File: config.mk
export PLATFORM = sky130hd
export DESIGN_NAME = nubus_cpu_queue
export DESIGN_NICKNAME = d
export VERILOG_FILES = /design/src/rtl/nubus_pkg.sv /design/src/rtl/nubus_sync_fifo.sv /design/src/rtl/nubus_cpu_queue.sv
export SDC_FILE = /design/constraint.sdc
export NUM_CORES = 1
export LEC_CHECK = 0
export ABC_AREA = 1
export BUFFER_PORTS_ARGS = -buffer_cell sky130_fd_sc_hd__buf_2
export CAP_MARGIN = 20
export CORE_AREA = 8 8 175 177
export DETAILED_ROUTE_END_ITERATION = 10
export DIE_AREA = 0 0 183 185
export PLACE_DENSITY = 0.78
export SYNTH_ARGS = -nofsm -noshare
export SYNTH_HDL_FRONTEND = slang
export SYNTH_SLANG_ARGS = --single-unit
File: constraint.sdc
create_clock -name nub_clk -period 5 [get_ports nub_clk]
set_input_delay 0.75 -clock nub_clk [delete_from_list [all_inputs] [get_ports nub_clk]]
set_output_delay 0.75 -clock nub_clk [all_outputs]
set_load 0.005 [all_outputs]
File: src/rtl/nubus_pkg.sv
// Shared types for the NuBus CPU request queue: error-bit indices, FSM states
// and the request FIFO entry layout.
package nubus_pkg;

  typedef enum int {
    ERR_TIMEOUT   = 0,
    ERR_MEM       = 1,
    ERR_TRY_AGAIN = 2,
    ERR_PARITY    = 3
  } err_bit_t;

  typedef enum logic [1:0] {
    S_IDLE,
    S_ISSUE,
    S_BACKOFF,
    S_RESP
  } state_t;

  typedef struct packed {
    logic [31:0] addr;
    logic [31:0] wdata;
    logic [3:0]  write;
    logic        lock;
  } fifo_entry_t;

  localparam int ENTRY_W = $bits(fifo_entry_t);

endpackage

File: src/rtl/nubus_sync_fifo.sv
// Synchronous FIFO with first-word-fall-through output. A push while full is
// dropped even if a pop happens in the same cycle.
module nubus_sync_fifo #(
  parameter int DEPTH = 4,
  parameter int WIDTH = 8
) (
  input  logic             clk,
  input  logic             reset,
  input  logic             push,
  input  logic [WIDTH-1:0] din,
  input  logic             pop,
  output logic [WIDTH-1:0] dout,
  output logic             full,
  output logic             empty
);

  localparam int AW = $clog2(DEPTH);
  localparam logic [AW:0] FULL_CNT = DEPTH[AW:0];

  logic [WIDTH-1:0] mem [DEPTH];
  logic [AW-1:0]    wr_ptr;
  logic [AW-1:0]    rd_ptr;
  logic [AW:0]      count;
  logic             push_ok;
  logic             pop_ok;

  assign full    = (count == FULL_CNT);
  assign empty   = (count == '0);
  assign push_ok = push && !full;
  assign pop_ok  = pop && !empty;
  assign dout    = mem[rd_ptr];

  // NOTE: storage is not reset; pointers and count alone decide what is valid.
  always_ff @(posedge clk) begin
    if (push_ok) mem[wr_ptr] <= din;
  end

  // NOTE: state registers use non-blocking assignments so every flop samples pre-edge values.
  always_ff @(posedge clk) begin
    if (reset) begin
      wr_ptr <= '0;
      rd_ptr <= '0;
      count  <= '0;
    end else begin
      if (push_ok) wr_ptr <= wr_ptr + 1'b1;
      if (pop_ok)  rd_ptr <= rd_ptr + 1'b1;
      case ({push_ok, pop_ok})
        2'b10:   count <= count + 1'b1;
        2'b01:   count <= count - 1'b1;
        default: ;
      endcase
    end
  end

endmodule

File: src/rtl/nubus_cpu_queue.sv
// Buffers processor requests and issues them one at a time to the NuBus controller,
// re-issuing on try-again. Define NUBUS_POSTED_WRITE_EN for posted (response-less) writes.
module nubus_cpu_queue
  import nubus_pkg::*;
#(
  parameter int DEPTH     = 4,
  parameter int MAX_RETRY = 3,
  parameter int BACKOFF   = 2
) (
  input  logic        nub_clk,
  input  logic        nub_reset,
  input  logic        req_valid,
  output logic        req_ready,
  input  logic [31:0] req_addr,
  input  logic [31:0] req_wdata,
  input  logic [3:0]  req_write,
  input  logic        req_lock,
  output logic        rsp_valid,
  input  logic        rsp_ready,
  output logic [31:0] rsp_rdata,
  output logic [3:0]  rsp_error,
  output logic        cpu_valid,
  output logic [31:0] cpu_addr,
  output logic [31:0] cpu_wdata,
  output logic [3:0]  cpu_write,
  output logic        cpu_lock,
  input  logic        cpu_ready,
  input  logic [31:0] cpu_rdata,
  input  logic [3:0]  cpu_errors,
  output logic        cpu_eclr,
  output logic [3:0]  wr_err_sticky,
  output logic        busy
);

  localparam int RW      = (MAX_RETRY > 0) ? $clog2(MAX_RETRY + 1) : 1;
  localparam int BW      = (BACKOFF > 1) ? $clog2(BACKOFF) : 1;
  localparam int BO_INIT = (BACKOFF > 0) ? BACKOFF - 1 : 0;
  localparam logic [RW-1:0] RETRY_LIMIT = MAX_RETRY[RW-1:0];
  localparam logic [BW-1:0] BO_LOAD     = BO_INIT[BW-1:0];

  state_t        state;
  state_t        state_next;
  fifo_entry_t   req_entry;
  fifo_entry_t   head;
  logic          fifo_push;
  logic          fifo_pop;
  logic          fifo_full;
  logic          fifo_empty;
  logic [RW-1:0] retry_cnt;
  logic [BW-1:0] bo_cnt;
  logic          done;
  logic          retry;
  logic          retire;
  logic          is_write;
  logic          need_rsp;

  // Ready is forced low while reset is held so nothing is accepted into a flushing queue.
  assign req_ready = !fifo_full && !nub_reset;
  assign fifo_push = req_valid && req_ready;
  assign req_entry = '{addr: req_addr, wdata: req_wdata, write: req_write, lock: req_lock};

  nubus_sync_fifo #(
    .DEPTH (DEPTH),
    .WIDTH (ENTRY_W)
  ) u_fifo (
    .clk   (nub_clk),
    .reset (nub_reset),
    .push  (fifo_push),
    .din   (req_entry),
    .pop   (fifo_pop),
    .dout  (head),
    .full  (fifo_full),
    .empty (fifo_empty)
  );

  assign is_write = (cpu_write != '0);
  assign done     = (state == S_ISSUE) && cpu_ready;
  assign retry    = done && cpu_errors[ERR_TRY_AGAIN] && (retry_cnt < RETRY_LIMIT);
  assign retire   = done && !retry;
  assign fifo_pop = retire;

`ifdef NUBUS_POSTED_WRITE_EN
  assign need_rsp = !is_write;

  always_ff @(posedge nub_clk) begin
    if (nub_reset)               wr_err_sticky <= '0;
    else if (retire && is_write) wr_err_sticky <= wr_err_sticky | cpu_errors;
  end
`else
  assign need_rsp      = 1'b1;
  assign wr_err_sticky = '0;
`endif

  always_ff @(posedge nub_clk) begin
    if (nub_reset) state <= S_IDLE;
    else           state <= state_next;
  end

  // NOTE: default assignment first so no path through the case leaves state_next unassigned (no latch).
  always_comb begin
    state_next = state;
    case (state)
      S_IDLE:    if (!fifo_empty) state_next = S_ISSUE;
      S_ISSUE: begin
        if (retry)         state_next = (BACKOFF > 0) ? S_BACKOFF : S_ISSUE;
        else if (retire)   state_next = need_rsp ? S_RESP : S_IDLE;
      end
      S_BACKOFF: if (bo_cnt == '0) state_next = S_ISSUE;
      S_RESP:    if (rsp_ready) state_next = S_IDLE;
      default:   state_next = S_IDLE;
    endcase
  end

  always_comb begin
    cpu_valid = (state == S_ISSUE);
    rsp_valid = (state == S_RESP);
    busy      = !fifo_empty || (state != S_IDLE);
  end

  // The head entry is captured once per request; retries re-issue from these registers.
  always_ff @(posedge nub_clk) begin
    if (nub_reset) begin
      cpu_addr  <= '0;
      cpu_wdata <= '0;
      cpu_write <= '0;
      cpu_lock  <= 1'b0;
      cpu_eclr  <= 1'b0;
      retry_cnt <= '0;
      bo_cnt    <= '0;
      rsp_rdata <= '0;
      rsp_error <= '0;
    end else begin
      if (state == S_IDLE && !fifo_empty) begin
        cpu_addr  <= head.addr;
        cpu_wdata <= head.wdata;
        cpu_write <= head.write;
        cpu_lock  <= head.lock;
      end
      cpu_eclr <= retry || (retire && (cpu_errors != '0));
      if (retry)       retry_cnt <= retry_cnt + 1'b1;
      else if (retire) retry_cnt <= '0;
      if (retry)                   bo_cnt <= BO_LOAD;
      else if (state == S_BACKOFF) bo_cnt <= bo_cnt - 1'b1;
      if (retire) begin
        rsp_rdata <= is_write ? '0 : cpu_rdata;
        rsp_error <= cpu_errors;
      end
    end
  end

endmodule

# Word-level counts from Yosys, hierarchy flattened
# Memory sizes are Yosys's and may differ from the RTL's. A register that Yosys moved wholly into a read port is not among the register bits.
# Index checks and enable logic that the tools add are counted.
op_classes:
  add_sub_neg: 6
  mul: 0
  n_div: 0
  order_cmp: 1
  n_eq_ne: 10
  shifts: 0
  mux: 14
  n_bitwise: 0
  reduce_logical: 25
ops:
  columns: ["op", "n"]
  rows:
  - ["two-way mux 32 bit", 1]
  - ["two-way mux 2 bit", 7]
  - ["logical AND 1 bit", 10]
  - ["one-hot mux 2 bit (4 select lines)", 1]
  - ["nonzero test 2 bit", 4]
  - ["nonzero test 4 bit", 2]
  - ["adder 2 x 1 -> 2 bit (second input constant)", 3]
  - ["equality test 2 bit (second input constant)", 3]
  - ["one-hot mux 3 bit (2 select lines)", 1]
  - ["equality test 2 x 1 -> 1 bit (second input constant)", 2]
  - ["logical NOT 1 bit", 4]
  - ["two-way mux 1 bit", 4]
  - ["inequality test 2 bit (second input constant)", 2]
  - ["AND reduction 4 bit", 1]
  - ["adder 3 x 1 -> 3 bit (second input constant)", 1]
  - ["equality test 3 bit (second input constant)", 1]
  - ["logical NOT 3 bit", 1]
  - ["inequality test 3 x 1 -> 1 bit (second input constant)", 1]
  - ["subtractor 3 x 1 -> 3 bit (second input constant)", 1]
  - ["logical NOT 2 bit", 1]
  - ["logical OR 1 bit", 2]
  - ["less-than comparator 2 bit (second input constant)", 1]
  - ["inequality test 2 x 1 -> 1 bit (second input constant)", 1]
  - ["subtractor 1 bit (second input constant)", 1]
totals:
  reg_bits: 49
  latch_bits: 0
  ram_bits: 276
  romBits: 0
  inputBits: 110
  out_inout_bits: 114
  word_cells: 66
  memories: 1
memory_table:
  columns: ["name", "depth", "width", "read_ports", "rd_clocked_by_memory_dff", "write_ports", "line_no", "text"]
  rows:
  - ["u_fifo.mem", 4, 69, 1, 1, 1, "nubus_sync_fifo.sv:20", "logic [WIDTH-1:0] mem [DEPTH];"]

# Depth between registers and ports, before layout
logic_depth:
  depth_word: 9
  mapped_depth: 13
  depth_no_buf: 12

# Hierarchy
# Synthesis repeated with hierarchy kept, for this count alone.
hier_totals:
  cells_unflattened: 1289
  area_unflattened_um2: 14898.0
modules_own_cells:
  columns: ["mod", "instances", "cells_each", "area_each_um2", "seq_area_each_um2"]
  rows:
  - ["nubus_sync_fifo", 1, 737, 10721.5, 8468.1]
  - ["nubus_cpu_queue", 1, 552, 4176.5, 2222.1]

# Least setup slack after synthesis
# Ideal clock, no wire load.
synth_path:
  path_type: "input to register"
  startpoint: "input nub_reset"
  endpoint: "memory u_fifo.mem[0][0] in the netlist's numbering, enable pin"
  setup_time_ns: 0.497
  t_arrival_ns: 4.117
  t_required_ns: 4.503
  path_slack_ns: 0.386
  path_stages: 4
  path_buffers: 1
  cell_sequence: "buf_2 -> inv_1 -> nand3_1 -> nor2_1"
synth_via:
  elab_chain_cells: 6
synth_rtl:
  columns: ["element", "line_no", "text"]
  rows:
  - ["from (decl)", "nubus_cpu_queue.sv:11", "input logic nub_reset,"]
  - ["logical NOT 1 bit", "nubus_cpu_queue.sv:58", "assign req_ready = !fifo_full && !nub_reset;"]
  - ["logical AND 1 bit", "nubus_cpu_queue.sv:58", null]
  - ["logical AND 1 bit", "nubus_cpu_queue.sv:59", "assign fifo_push = req_valid && req_ready;"]
  - ["logical AND 1 bit", "nubus_sync_fifo.sv:29", "assign push_ok = push && !full;"]
  - ["two-way mux 1 bit", "nubus_sync_fifo.sv:35", "if (push_ok) mem[wr_ptr] <= din;"]
  - ["two-way mux 1 bit (not written as such)", "nubus_sync_fifo.sv:35", null]
  - ["to (decl)", "nubus_sync_fifo.sv:20", null]
# Every way passes these cells.

# Worst setup path in the final report
layout_path:
  startpoint: "register retry_cnt[0]"
  endpoint: "register u_fifo.count[2]"
layout_via:
  elab_chain_cells: 7
  elab_cells_between_ends: 9
  classes_between: "1 x order compare; 2 x eq/ne; 1 x mux; 5 x reduce/logical"
layout_rtl:
  columns: ["element", "line_no", "text"]
  rows:
  - ["from (decl)", "nubus_cpu_queue.sv:49", "logic [RW-1:0] retry_cnt;"]
  - ["from (signal assigned)", "nubus_cpu_queue.sv:140", "if (retry) retry_cnt <= retry_cnt + 1'b1;"]
  - ["less-than comparator 2 bit (*)", "nubus_cpu_queue.sv:78", "assign retry = done && cpu_errors[ERR_TRY_AGAIN] && (retry_cnt < RETRY_LIMIT);"]
  - ["logical AND 1 bit (*)", "nubus_cpu_queue.sv:78", null]
  - ["logical NOT 1 bit (*)", "nubus_cpu_queue.sv:79", "assign retire = done && !retry;"]
  - ["logical AND 1 bit (*)", "nubus_cpu_queue.sv:79", null]
  - ["logical AND 1 bit (*)", "nubus_sync_fifo.sv:30", "assign pop_ok = pop && !empty;"]
  - ["via u_fifo.pop_ok", "nubus_sync_fifo.sv:25", "logic pop_ok;"]
  - ["equality test 2 x 1 -> 1 bit or equality test 2 bit (tied branches)", "nubus_sync_fifo.sv:47", "case ({push_ok, pop_ok})"]
  - ["one-hot mux 3 bit (2 select lines) or nonzero test 2 bit (tied branches)", null, null]
  - ["to (signal assigned)", "nubus_sync_fifo.sv:48", "2'b10: count <= count + 1'b1;"]
  - ["to (signal assigned)", "nubus_sync_fifo.sv:49", "2'b01: count <= count - 1'b1;"]
  - ["to (decl)", "nubus_sync_fifo.sv:23", "logic [AW:0] count;"]
# Mark *: on every way through the listed nets, which the timed path passes. The rest lies on a longest branch.
# A chain may end at the register's enable or synchronous reset.

==> flow_summary.ini <==
[status]
status = finished, final reports clean

[clock_network]
cts_hold_buf = 0
clockBufferDepth = 3
numCtsBuffers = 39
path_clk_slew_ns = 0.06
cts-root-buf = clkbuf_16
cts.repair.resized = 0
clk_latency_ns = 0.52
cts.sinks = 394
h-tree-depth = 2
cts_setup_buffers = 0
cts_tree = done

[sta]
fin_skew_ns = 0.0133
slew_viol_final = 0
finalSetupViolCount = 0
worst_pin_slew_ns = 0.931
fmax_ghz = 0.377
fin_crit_ns = 2.65
rsz0062_at_grt = no
final_hold_viol_count = 0
max_slew_margin_pct = 37.9
tns_ns = 0
min_period_over_period_pct = 53.0

[power_and_ir_drop]
total_power_mw = 7.58
leakage_nw = 7.54
power_per_cell_area_nw_per_um2 = 417
ir_worst_vdd_mv = 0.288

[die]
initial_core_util_pct = 55.3
io_pins = 224
die_x_um = 183
coreArea_um2 = 28100
num_rows = 62
dieArea_um2 = 33900
die-height_um = 185

[global_route]
grt_start_max_net_pins = 91
antenna_found_initial = 8
grt.met1_usage_pct = 24.8
grt.overflow.total = 0
first_global_vias = 10700
grt_usage_pct = 19.5
grt_pass1_wl_um = 53600
grtUsageMet3_pct = 4.83
grt-busiest-layer = met2
met2_usage_pct = 32.9

[placement]
dpl-instance-area_um2 = 16800
gp_congestion = 0.871
dp.cells = 2083
portBuffers = 219
hpwl_um = 20600

[layout]
drive_gt1_share_pct = 17.3
fillCellCount = 2176
finalNonFillerCells = 2157
design_area_um2 = 18200
multi_input_area_um2 = 4120
seqCellArea_um2 = 10700
syn_to_final_growth_pct = 17.0
layout.nets = 1858

[setup_path]
critPathMaxStageDelay_ns = 0.45
cp_max_fo = 70
arrival_ns = 3.07
crit_required_ns = 5.42
cp_common_cell = nand2_1
path_cells = ha_1 -> nor2_1 -> nor2_4 -> buf_4 -> nand2_1 -> inv_1 -> ha_1 -> fa_1 -> nand2_1 -> nor3b_1 -> nand2_1 -> nand2_1 -> nor2_1
worstSetupPathType = register to register
endpoint_kind = register
cp-start-kind = register
critPathSlowestCell = fa_1

[yosys]
netlist_instances = 1556
syn_avg_cell_area_um2 = 9.98
ys_ff_latch = 394
seq_area_frac_synth_pct = 68.6
syn_area_um2 = 15500
synth.distinct_cells = 28
yosysWarnings = 0

[drt]
vias_per_cell = 5.02
vias = 10800
drtPass1Iterations = 5
antenna_left = 0
routed_wl_um = 33700
drt_iter0_markers = 754
wl_per_cell_um = 15.6
drc_errors = 0

[flow_run]
max_cap_violations = 0

[hold_path]
hold_path.class = primary input to register
-- logic make-up after synthesis --
group,Yosys count,synth area share [%]
AO/OA/AOI/OAI,186,6.00
XOR/XNOR,1,0.0564
adder cells (fa/ha/maj),7,0.612
buffers and inverters,183,5.24
flip-flops,394,68.6
other,1,0.0242
AND/OR/NAND/NOR,784,19.5
-- Yosys cell counts --
| cell | instances | area [um^2] |
|---|---|---|
| nor3_1 | 1 | 5.00 |
| and3_1 | 1 | 6.26 |
| buf_2 | 34 | 170 |
| nor2_4 | 1 | 11.3 |
| ha_1 | 6 | 75.1 |
| nand3_2 | 1 | 10.0 |
| xor2_1 | 1 | 8.76 |
| dfxtp_1 | 118 | 2360 |
| buf_6 | 5 | 56.3 |
| buf_4 | 12 | 90.1 |
| clkbuf_1 | 34 | 128 |
| nand2_1 | 467 | 1750 |
| clkbuf_2 | 1 | 5.00 |
| a21oi_1 | 7 | 35.0 |
| nor2_1 | 267 | 1000 |
| nor4_1 | 1 | 6.26 |
| nand3b_1 | 1 | 7.51 |
| buf_1 | 4 | 15.0 |
| nor3b_1 | 1 | 7.51 |
| o21ai_0 | 122 | 611 |
| o21ai_1 | 56 | 280 |
| edfxtp_1 | 276 | 8290 |
| nand3_1 | 43 | 215 |
| a31oi_1 | 1 | 6.26 |
| conb_1 | 1 | 3.75 |
| inv_1 | 92 | 345 |
| inv_2 | 1 | 3.75 |
| fa_1 | 1 | 20.0 |
-- state kept, by name, indices dropped and copies added (netlist names) --
| signal | count |
|---|---|
| bo_cnt | 1 |
| cpu_eclr | 1 |
| retry_cnt | 2 |
| u_fifo.rd_ptr | 2 |
| rsp_rdata | 32 |
| u_fifo.mem | 276 |
| u_fifo.wr_ptr | 2 |
| cpu_addr | 32 |
| rsp_error | 4 |
| cpu_wdata | 32 |
| cpu_write | 4 |
| state | 2 |
| cpu_lock | 1 |
| u_fifo.count | 3 |
-- worst paths after layout --
| path | start | to | slack [ns] | cells after the start |
|---|---|---|---|---|
| worst max-delay path | retry_cnt[0] | u_fifo.count[2] | 2.35 | 13 |
| worst min-delay path | req_wdata[5] | u_fifo.mem[0][10] | 0.45 | 1 |
| worst max register to register | retry_cnt[0] | u_fifo.count[2] | 2.35 | 13 |
| worst min register to register | retry_cnt[1] | retry_cnt[1] | 0.48 | 2 |
-- power breakdown --
part	switching, mW	internal (mW)	total, mW	leakage [nW]
Sequential	0.0924	3.69	3.78	3.47
Clock	1.17	1.75	2.92	0.643
Combinational	0.549	0.330	0.879	3.42
-- through the flow --
step                      setup WS [ns]  util (%)  hold slack, ns
after global routing               2.01      64.7           0.430
after CTS                          2.35      64.6           0.424
after floorplan                   0.386         -           0.447
after global placement             1.91      59.9           0.459
final                              2.35      64.7           0.445
after detailed placement           1.90      60.0           0.467
-- cells in the final DEF, fill, tap and decap left out, types with 7 or more instances in the layout --
cell       instances
nor2_1           261
inv_1             90
clkbuf_16         41
nand3_1           43
o21ai_0          122
edfxtp_1         276
dfxtp_1          116
o21ai_1           56
buf_2            219
clkbuf_1           8
clkinv_2          12
nand2_1          466
a21oi_1            7
-- layer usage --
metal,up-vias,wire length [um]
li1,5422,-
met1,4978,14300
met2,339,15800
met3,72,2620
met4,12,841
met5,-,66
-- cell type report --
class | count | area share (%)
sequential | 394 | 58.7
antenna | 2 | 0.0276
clock buffer | 52 | 6.04
clock inverter | 19 | 1.07
timing repair buffer | 231 | 6.94
multi-input combinational | 982 | 22.7
tap | 384 | 2.64
inverter | 93 | 1.94
-- critical path: cells and delay by family (launching register included) --
kind / cells / cell delay [ns]
AND/OR/NAND/NOR: 8 / 0.99
adder cells (fa/ha/maj): 3 / 0.88
flip-flops: 1 / 0.31
buffers and inverters: 2 / 0.36
Note: power is estimated with default switching activity, not from simulation.
